--- config.mk ---
export PLATFORM = sky130hd
export DESIGN_NAME = mem_requester
export DESIGN_NICKNAME = d
export VERILOG_FILES = /design/src/rtl/mem_req_pkg.sv /design/src/rtl/mem_req_fwd_buf.sv /design/src/rtl/mem_requester.sv
export SDC_FILE = /design/constraint.sdc
export NUM_CORES = 1
export LEC_CHECK = 0
export CELL_PAD_IN_SITES_DETAIL_PLACEMENT = 1
export CELL_PAD_IN_SITES_GLOBAL_PLACEMENT = 2
export CORE_ASPECT_RATIO = 1.75
export CORE_MARGIN = 4
export CORE_UTILIZATION = 21
export CTS_CLUSTER_SIZE = 40
export DETAILED_ROUTE_END_ITERATION = 7
export GPL_TIMING_DRIVEN = 0
export PLACE_DENSITY_LB_ADDON = 0.1
export SYNTH_ARGS = -nofsm -noshare
export SYNTH_HDL_FRONTEND = slang
export SYNTH_SLANG_ARGS = --single-unit
export TNS_END_PERCENT = 50
--- constraint.sdc ---
create_clock -name clock -period 1 [get_ports clock]
set_input_delay 0.1 -clock clock [delete_from_list [all_inputs] [get_ports clock]]
set_output_delay 0.1 -clock clock [all_outputs]
set_load 0.01 [all_outputs]
--- src/rtl/mem_req_pkg.sv ---
// Shared opcodes, state encoding and width defaults for the nRisc MEM-stage requester.
package mem_req_pkg;

  localparam int unsigned DATA_W_DEF = 8;
  localparam int unsigned ADDR_W_DEF = 8;

  localparam logic [2:0] OP_NOP   = 3'b000;
  localparam logic [2:0] OP_STORE = 3'b100;
  localparam logic [2:0] OP_LOAD  = 3'b101;

  typedef enum logic [1:0] {
    ST_IDLE    = 2'd0,
    ST_ISSUE   = 2'd1,
    ST_CAPTURE = 2'd2,
    ST_RESP    = 2'd3
  } state_t;

  function automatic logic is_mem_op(input logic [2:0] op);
    return (op == OP_STORE) || (op == OP_LOAD);
  endfunction

endpackage

--- src/rtl/mem_req_fwd_buf.sv ---
// One-entry last-store buffer with address match, used for store-to-load forwarding.
module mem_req_fwd_buf
  import mem_req_pkg::*;
#(
  parameter int unsigned DATA_W = DATA_W_DEF,
  parameter int unsigned ADDR_W = ADDR_W_DEF
) (
  input  logic              clock,
  input  logic              reset,
  input  logic              wr_en,
  input  logic [ADDR_W-1:0] wr_addr,
  input  logic [DATA_W-1:0] wr_data,
  input  logic [ADDR_W-1:0] lookup_addr,
  output logic              hit,
  output logic [DATA_W-1:0] hit_data
);

  logic              entry_valid;
  logic [ADDR_W-1:0] entry_addr;
  logic [DATA_W-1:0] entry_data;

  always_ff @(posedge clock) begin
    if (reset) begin
      entry_valid <= 1'b0;
      entry_addr  <= '0;
      entry_data  <= '0;
    end else if (wr_en) begin
      entry_valid <= 1'b1;
      entry_addr  <= wr_addr;
      entry_data  <= wr_data;
    end
  end

  always_comb begin
    hit      = entry_valid && (entry_addr == lookup_addr);
    hit_data = entry_data;
  end

endmodule

--- src/rtl/mem_requester.sv ---
// MEM-stage initiator sequencing one-edge synchronous data-memory accesses.
// Optional store-to-load forwarding is enabled by defining MEM_REQ_FWD_EN.
module mem_requester
  import mem_req_pkg::*;
#(
  parameter int unsigned ADDR_W = ADDR_W_DEF,
  parameter int unsigned DATA_W = DATA_W_DEF
) (
  input  logic              clock,
  input  logic              reset,
  input  logic              req_valid,
  output logic              req_ready,
  input  logic [2:0]        req_op,
  input  logic [DATA_W-1:0] req_data,
  input  logic [ADDR_W-1:0] req_addr,
  output logic              rsp_valid,
  input  logic              rsp_ready,
  output logic [DATA_W-1:0] rsp_data,
  output logic [2:0]        mem_instruction,
  output logic [DATA_W-1:0] mem_index_a,
  output logic [ADDR_W-1:0] mem_index_b,
  input  logic [DATA_W-1:0] mem_solution,
  output logic              busy
);

  state_t            state;
  logic              accept;
  logic              load_hit;
  logic [DATA_W-1:0] hit_data;

  assign accept = (state == ST_IDLE) && req_valid;

`ifdef MEM_REQ_FWD_EN
  logic fwd_hit;

  mem_req_fwd_buf #(
    .DATA_W (DATA_W),
    .ADDR_W (ADDR_W)
  ) u_fwd_buf (
    .clock       (clock),
    .reset       (reset),
    .wr_en       (accept && (req_op == OP_STORE)),
    .wr_addr     (req_addr),
    .wr_data     (req_data),
    .lookup_addr (req_addr),
    .hit         (fwd_hit),
    .hit_data    (hit_data)
  );

  assign load_hit = fwd_hit && (req_op == OP_LOAD);
`else
  assign load_hit = 1'b0;
  assign hit_data = '0;
`endif

  // mem_instruction doubles as the record of the in-flight op during ISSUE.
  always_ff @(posedge clock) begin
    if (reset) begin
      state           <= ST_IDLE;
      req_ready       <= 1'b1;
      busy            <= 1'b0;
      rsp_valid       <= 1'b0;
      rsp_data        <= '0;
      mem_instruction <= OP_NOP;
      mem_index_a     <= '0;
      mem_index_b     <= '0;
    end else begin
      case (state)
        ST_IDLE: begin
          if (accept) begin
            if (load_hit) begin
              state     <= ST_RESP;
              req_ready <= 1'b0;
              busy      <= 1'b1;
              rsp_valid <= 1'b1;
              rsp_data  <= hit_data;
            end else if (is_mem_op(req_op)) begin
              state           <= ST_ISSUE;
              req_ready       <= 1'b0;
              busy            <= 1'b1;
              mem_instruction <= req_op;
              mem_index_a     <= req_data;
              mem_index_b     <= req_addr;
            end
          end
        end
        ST_ISSUE: begin
          mem_instruction <= OP_NOP;
          if (mem_instruction == OP_STORE) begin
            state     <= ST_IDLE;
            req_ready <= 1'b1;
            busy      <= 1'b0;
          end else begin
            state <= ST_CAPTURE;
          end
        end
        ST_CAPTURE: begin
          state     <= ST_RESP;
          rsp_data  <= mem_solution;
          rsp_valid <= 1'b1;
        end
        ST_RESP: begin
          if (rsp_ready) begin
            state     <= ST_IDLE;
            rsp_valid <= 1'b0;
            req_ready <= 1'b1;
            busy      <= 1'b0;
          end
        end
        default: begin
          state     <= ST_IDLE;
          req_ready <= 1'b1;
          busy      <= 1'b0;
          rsp_valid <= 1'b0;
        end
      endcase
    end
  end

endmodule

==> results.sh, run 1 <==
export IMPL_ant_nets=0
export IMPL_cp_start_kind="flop"
export IMPL_regArea_um2=653.1
export IMPL_fmax_mhz=882.7
export IMPL_io_pins=61
export IMPL_cts_buffer_depth=2
export IMPL_area_delta_synth_final_pct=64.55
export IMPL_synth_top_area_share_pct=47.02
export IMPL_cp_slowest_stage_delay_ps=330
export IMPL_syn_inst=143
export IMPL_grt_busiest_layer="met2"
export IMPL_avgSynthCellArea_um2=9.528
export IMPL_cts_tree="yes"
export IMPL_cp_num_buf_inv=3
export IMPL_fillers=723
export IMPL_crit_arrival_ps=1350
export IMPL_synth_area_um2=1363
export IMPL_rows=38
export IMPL_power_density_nw_per_um2=1432
export IMPL_synth_seq_cells=32
export IMPL_status="finished with violations"
export IMPL_dp_cells=282
export IMPL_final_net_count=247
export IMPL_met2_usage_pct=21.81
export IMPL_drv_cap=0
export IMPL_path_max_fanout=6
export IMPL_drc_errors=0
export IMPL_critical_path_top_delay_family="buffers and inverters"
export IMPL_post_route_util_pct=35.73
export IMPL_met1_usage_pct=10.05
export IMPL_gp_congestion=0.6743
export IMPL_routed_wl_mm=4.159
export IMPL_synth_area_leaders="dfxtp_1 47%, nand2b_1 15%, mux2i_1 12%"
export IMPL_synth_edf_count=0
export IMPL_ys_top_cells_by_count="32 x dfxtp_1, 32 x nand2b_1, 18 x nand2_1"
export IMPL_drt_iter0_drc=16
export IMPL_rsz0062_at_grt="true"
export IMPL_via_count=1230
export IMPL_post_dp_hpwl_mm=3.101
export IMPL_period_share_pct=113.3
export IMPL_grt_use_met3_pct=3.340
export IMPL_first_global_vias=1411
export IMPL_period_minus_slack_ps=1133
export IMPL_synth_top_area_cell="dfxtp_1"
export IMPL_routedWlPerCell_um=14.00
export IMPL_stdcell_area_um2=2242
export IMPL_grt_antenna_before_repair=0
export IMPL_finalSetupViolations=28
export IMPL_required_ps=1220
export IMPL_violations="setup timing"
export IMPL_grt_ovfl_total=0
export IMPL_yosysWarnings=0
export IMPL_synth_cell_type_count=25
export IMPL_final_hold_violation_count=0
export IMPL_cpMostUsedCell="buf_6"
export IMPL_cp_cell_sequence="buf_6, nor3_4, buf_6, buf_4, mux2i_1"
export IMPL_cp_slowest_cell="dfxtp_2"
export IMPL_die_w_um=68.89
export IMPL_worst_slew_pin_slew_ps=382.0
export IMPL_core_um2=6276
export IMPL_slew_violations=0
export IMPL_initial_core_util_pct=21.71
export IMPL_grt_max_degree=11
export IMPL_portBuffers=59
export IMPL_worst_setup_path_end_kind="flop"
export IMPL_max_vdd_ir_drop_v=0.0008661
export IMPL_diodes=0
export IMPL_insertion_delay_ps=280
export IMPL_seq_area_frac_synth_pct=47.02
export IMPL_p_leak_nw=0.8662
export IMPL_drive_gt1_share_pct=28.57
export IMPL_viasPerCell=4.141
export IMPL_synth_nets=174
export IMPL_multi_input_area_um2=681.9
export IMPL_postSynth_asyncResetShare_pct=0
export IMPL_worstSetupPathType="reg -> reg"
export IMPL_chipHeight_um=114.6
export IMPL_dieArea_um2=7892
export IMPL_path_clk_slew_ps=70
export IMPL_layout_setup_ws_ps=-132.9
export IMPL_placed_cell_area_um2=2061
export IMPL_cts_hold_buf=0
export IMPL_cts_root_buf="clkbuf_8"
export IMPL_ys_flop_type="dfxtp_1"
export IMPL_cts_sinks=32
export IMPL_worst_hold_slack_ps=230.7
export IMPL_skew_ps=5.530
export IMPL_min_path_type="in -> reg"
export IMPL_dr_pass1_iters=4
export IMPL_cts_max_level=2
export IMPL_slew_headroom_pct=74.53
export IMPL_instances_no_fill=297
export IMPL_grt_pass1_wl_mm=6.596
export IMPL_grt_usage_pct=11.30
export IMPL_cts_buffers=5
[stage by stage]
| stage | setup WS [ps] | power, mW | TNS (ps) |
|---|---|---|---|
| floorplan | -56.58 | 1.596 | -491.5 |
| global placement | -515.6 | 1.850 | -8746 |
| detailed placement | -566.7 | 1.865 | -9645 |
| CTS | -148.1 | 3.269 | -2902 |
| global route | -184.3 | 3.355 | -4490 |
| finish | -132.9 | 3.211 | -2837 |
[final timing paths]
| check | start | endpoint | slack, ps | cells after the start |
|---|---|---|---|---|
| worst max-delay path | flop | mem_index_b[5] | -130 | 5 |
| worst min-delay path | reset | mem_index_b[0] | 230 | 3 |
| worst max register to register | flop | mem_index_b[5] | -130 | 5 |
| worst min register to register | rsp_data[1] | rsp_data[1] | 450 | 2 |
[worst register-to-register path, cell delays in order, from the launching register on]
cell and delay [ps]:
dfxtp_2 330, buf_6 130, nor3_4 120, buf_6 160, buf_4 150, mux2i_1 180
[cell families after synthesis]
kind of cell	Yosys count	synth area share, %
and+or+nand+nor	63	26.63
DFF	32	47.02
AOI/OAI and AO/OA	19	8.264
muxes	16	11.75
buffers and inverters	13	6.336
[sequential cells by signal, indices dropped and copies added, names as in the netlist, named ones only]
signal,count
mem_instruction,3
rsp_valid,1
rsp_data,8
req_ready,1
state,1
busy,1
mem_index_b,8
mem_index_a,8
[where the power goes]
part           internal, mW  total, mW  switching [mW]
clock network         0.879       1.36           0.486
logic                 0.281      0.480           0.199
registers              1.33       1.37          0.0386
total                  2.49       3.21           0.724
[layout make-up]
cell class / instances / share of cell area, %
Timing Repair Buffer: 66 / 26.28
Tap cell: 80 / 4.464
Clock buffer: 7 / 4.297
Clock inverter: 1 / 1.339
Buffer: 10 / 3.460
Multi-Input combinational cell: 98 / 30.41
Sequential cell: 32 / 29.13
Inverter: 3 / 0.6138
[cells in the final DEF (no fill, tap or decap), drive strengths merged]
| cell | count |
|---|---|
| nor2b | 1 |
| clkbuf | 26 |
| a31oi | 2 |
| a21oi | 11 |
| inv | 3 |
| a21o | 1 |
| or2b | 2 |
| nor3 | 1 |
| dlygate4sd2 | 2 |
| mux2i | 16 |
| nor2 | 4 |
| clkdlybuf4s50 | 27 |
| clkdlybuf4s15 | 13 |
| buf | 15 |
| dfxtp | 32 |
| o21a | 2 |
| nand3b | 1 |
| nand2b | 32 |
| nand4b | 1 |
| nand2 | 18 |
| nand3 | 1 |
| a31o | 1 |
| a221oi | 1 |
| o21ai | 1 |
| bufinv | 1 |
| nor3b | 1 |
| and2b | 1 |
[what timing repair did]
action / 4_1_cts / 5_1_grt
pin swaps: 5 / 0
resized for setup: 72 / 34
cloned: 1 / 0
setup buffers: 5 / 1
endpoints found under the setup margin: 58 / 57
endpoints found under the hold margin: 0 / 0
[metal layers]
metal,wire (um),vias to the layer above
li1,-,612
met2,2412,45
met5,0,-
met3,305,6
met4,78,0
met1,1362,567
No activity file was read; power rests on OpenSTA's default activity.
==> inputs of run 2 (changes only) <==
SLEW_MARGIN = 20   (was not set)
TNS_END_PERCENT = not set   (was 50)
==> run 2 against run 1 <==
  * The flow still finishes with violations (setup timing)
  * Count of clock-buffer cells in the layout fell by 1
  * Combinational power barely moved
  * Non-clock buffer count did not move
  * Hold slack got worse by 1.0 ps
  * First-iteration DRC count rose by 25%
  * Sequential share of layout area rose by 0.87 points
  * Core utilization fell by 1.0 points
  * Cell count did not move
  * Clock skew fell by 2.0 ps
==> results.sh, run 2 (same netlist as run 1, synthesis figures left out) <==
export IMPL_status="finished with violations"
export IMPL_violations="setup timing"
export IMPL_p_comb_share_pct=16.7
export IMPL_cts_buffers=5
export IMPL_cp_slowest_cell="dfxtp_2"
export IMPL_post_dp_hpwl_mm=3.088
export IMPL_layout_setup_ws_ps=-125.5
export IMPL_die_w_um=68.89
export IMPL_crit_arrival_ps=1340
export IMPL_viasPerCell=4.158
export IMPL_fmax_mhz=888.5
export IMPL_period_minus_slack_ps=1126
export IMPL_final_common_cell="nand2b_1"
export IMPL_area_delta_synth_final_pct=59.78
export IMPL_min_path_type="in -> reg"
export IMPL_power_mw=2.875
export IMPL_gp_congestion=0.6745
export IMPL_finalSetupViolations=29
export IMPL_drv_cap=0
export IMPL_slew_headroom_pct=76.46
export IMPL_grt_ovfl_total=0
export IMPL_worst_slew_pin_slew_ps=353.1
export IMPL_cts_hold_buf=0
export IMPL_max_vdd_ir_drop_v=0.0005586
export IMPL_required_ps=1210
export IMPL_io_pins=61
export IMPL_critical_path_top_delay_family="buffers and inverters"
export IMPL_path_max_fanout=8
export IMPL_skew_ps=3.523
export IMPL_grt_pass1_wl_mm=6.630
export IMPL_cts_max_level=2
export IMPL_p_sw_share_pct=25.05
export IMPL_cp_cell_sequence="buf_6, nor3_4, buf_6, buf_12, mux2i_1"
export IMPL_cts_sinks=32
export IMPL_reg_top3="mem_index_a: 8 flops, mem_index_b: 8 flops, rsp_data: 8 flops"
export IMPL_cp_start_kind="flop"
export IMPL_chipHeight_um=114.6
export IMPL_power_density_nw_per_um2=1320
export IMPL_grt_antenna_before_repair=0
export IMPL_ant_nets=0
export IMPL_cp_num_buf_inv=3
export IMPL_insertion_delay_ps=280
export IMPL_p_leak_nw=0.8613
export IMPL_final_hold_violation_count=0
export IMPL_rsz0062_at_grt="true"
export IMPL_grt_max_degree=11
export IMPL_drive_gt1_share_pct=31.80
export IMPL_rows=38
export IMPL_tns_ps=-2624
export IMPL_p_seq_share_pct=47.4
export IMPL_dr_pass1_iters=4
export IMPL_final_net_count=247
export IMPL_via_count=1235
export IMPL_placed_cell_area_um2=2061
export IMPL_core_um2=6276
export IMPL_routed_wl_mm=4.014
export IMPL_cts_buffer_depth=2
export IMPL_clockPowerShare_pct=35.9
export IMPL_worst_setup_path_end_kind="flop"
export IMPL_diodes=0
export IMPL_routedWlPerCell_um=13.52
export IMPL_slew_violations=0
export IMPL_drt_iter0_drc=20
export IMPL_final_cell_mix="32 x nand2b_1, 28 x dfxtp_1, 27 x clkdlybuf4s50_1, 26 x clkbuf_2, 18 x nand2_1"
export IMPL_worstSetupPathType="reg -> reg"
export IMPL_drc_errors=0
export IMPL_period_share_pct=112.6
export IMPL_cpMostUsedCell="buf_6"
export IMPL_portBuffers=59
export IMPL_stdcell_area_um2=2177
export IMPL_cp_slowest_stage_delay_ps=320
export IMPL_first_global_vias=1386
export IMPL_post_place_ws_ps=-567.8
export IMPL_dieArea_um2=7892
export IMPL_p_int_mw=2.154
export IMPL_grt_usage_pct=11.37
export IMPL_path_clk_slew_ps=70
export IMPL_cts_root_buf="clkbuf_8"
export IMPL_cts_tree="yes"
export IMPL_initial_core_util_pct=21.71
export IMPL_power_switching_uw=720.1
==> run 2: cell type report <==
type	count	area (um2)
clock inverter	2	10.01
tap	80	100.1
inverter	3	13.76
fill	752	4099
timing repair buffer	66	546.8
multi-input combinational	98	693.2
clock buffer	6	82.58
buffer	10	77.57
sequential	32	653.1
==> run 2: stage by stage <==
step | std cells | hold WS [ps] | utilization, %
2_1_floorplan | 143 | 236.0 | -
3_3_place_gp | 282 | 441.3 | 32.83
3_5_place_dp | 282 | 447.5 | 32.83
4_1_cts | 295 | 237.0 | 35.91
5_1_grt | 297 | 262.7 | 34.69
6_report | 297 | 229.7 | 34.69
==> run 2: power by group through the flow <==
stage                     logic (mW)  registers [mW]  clock network (mW)
after floorplan                0.185            1.41                   0
final                          0.480            1.36                1.03
after detailed placement       0.471            1.39                   0
after global placement         0.460            1.39                   0
after CTS                      0.491            1.36                1.08
after global routing           0.526            1.37                1.14
==> run 2: what timing repair did <==
item	4_1_cts	5_1_grt
setup buffers	4	2
pin swaps	3	2
gates resized for setup	74	41
setup endpoints to repair	58	59
gates cloned	1	0
==> run 2: tightest hold or removal path: cells and delay by family <==
| kind | cells | cell delay [ps] |
|---|---|---|
| buf+inv | 1 | 180 |
| simple gates | 1 | 130 |
| mux | 1 | 60 |
==> run 2: worst paths after layout <==
kind / startpoint / end / slack [ps] / cells past startpoint
worst max-delay path: flop / mem_index_b[5] / -130 / 5
worst min-delay path: reset / mem_index_a[7] / 230 / 3
worst max register to register: flop / mem_index_b[5] / -130 / 5
worst min register to register: rsp_data[1] / rsp_data[1] / 450 / 2
==> run 2: metal layers <==
metal	track usage [%]	vias to the layer above	wire [um]
li1	-	612	-
met1	10.53	573	1323
met2	21.24	45	2299
met3	3.831	5	307
met4	5.078	0	84
met5	0	-	0
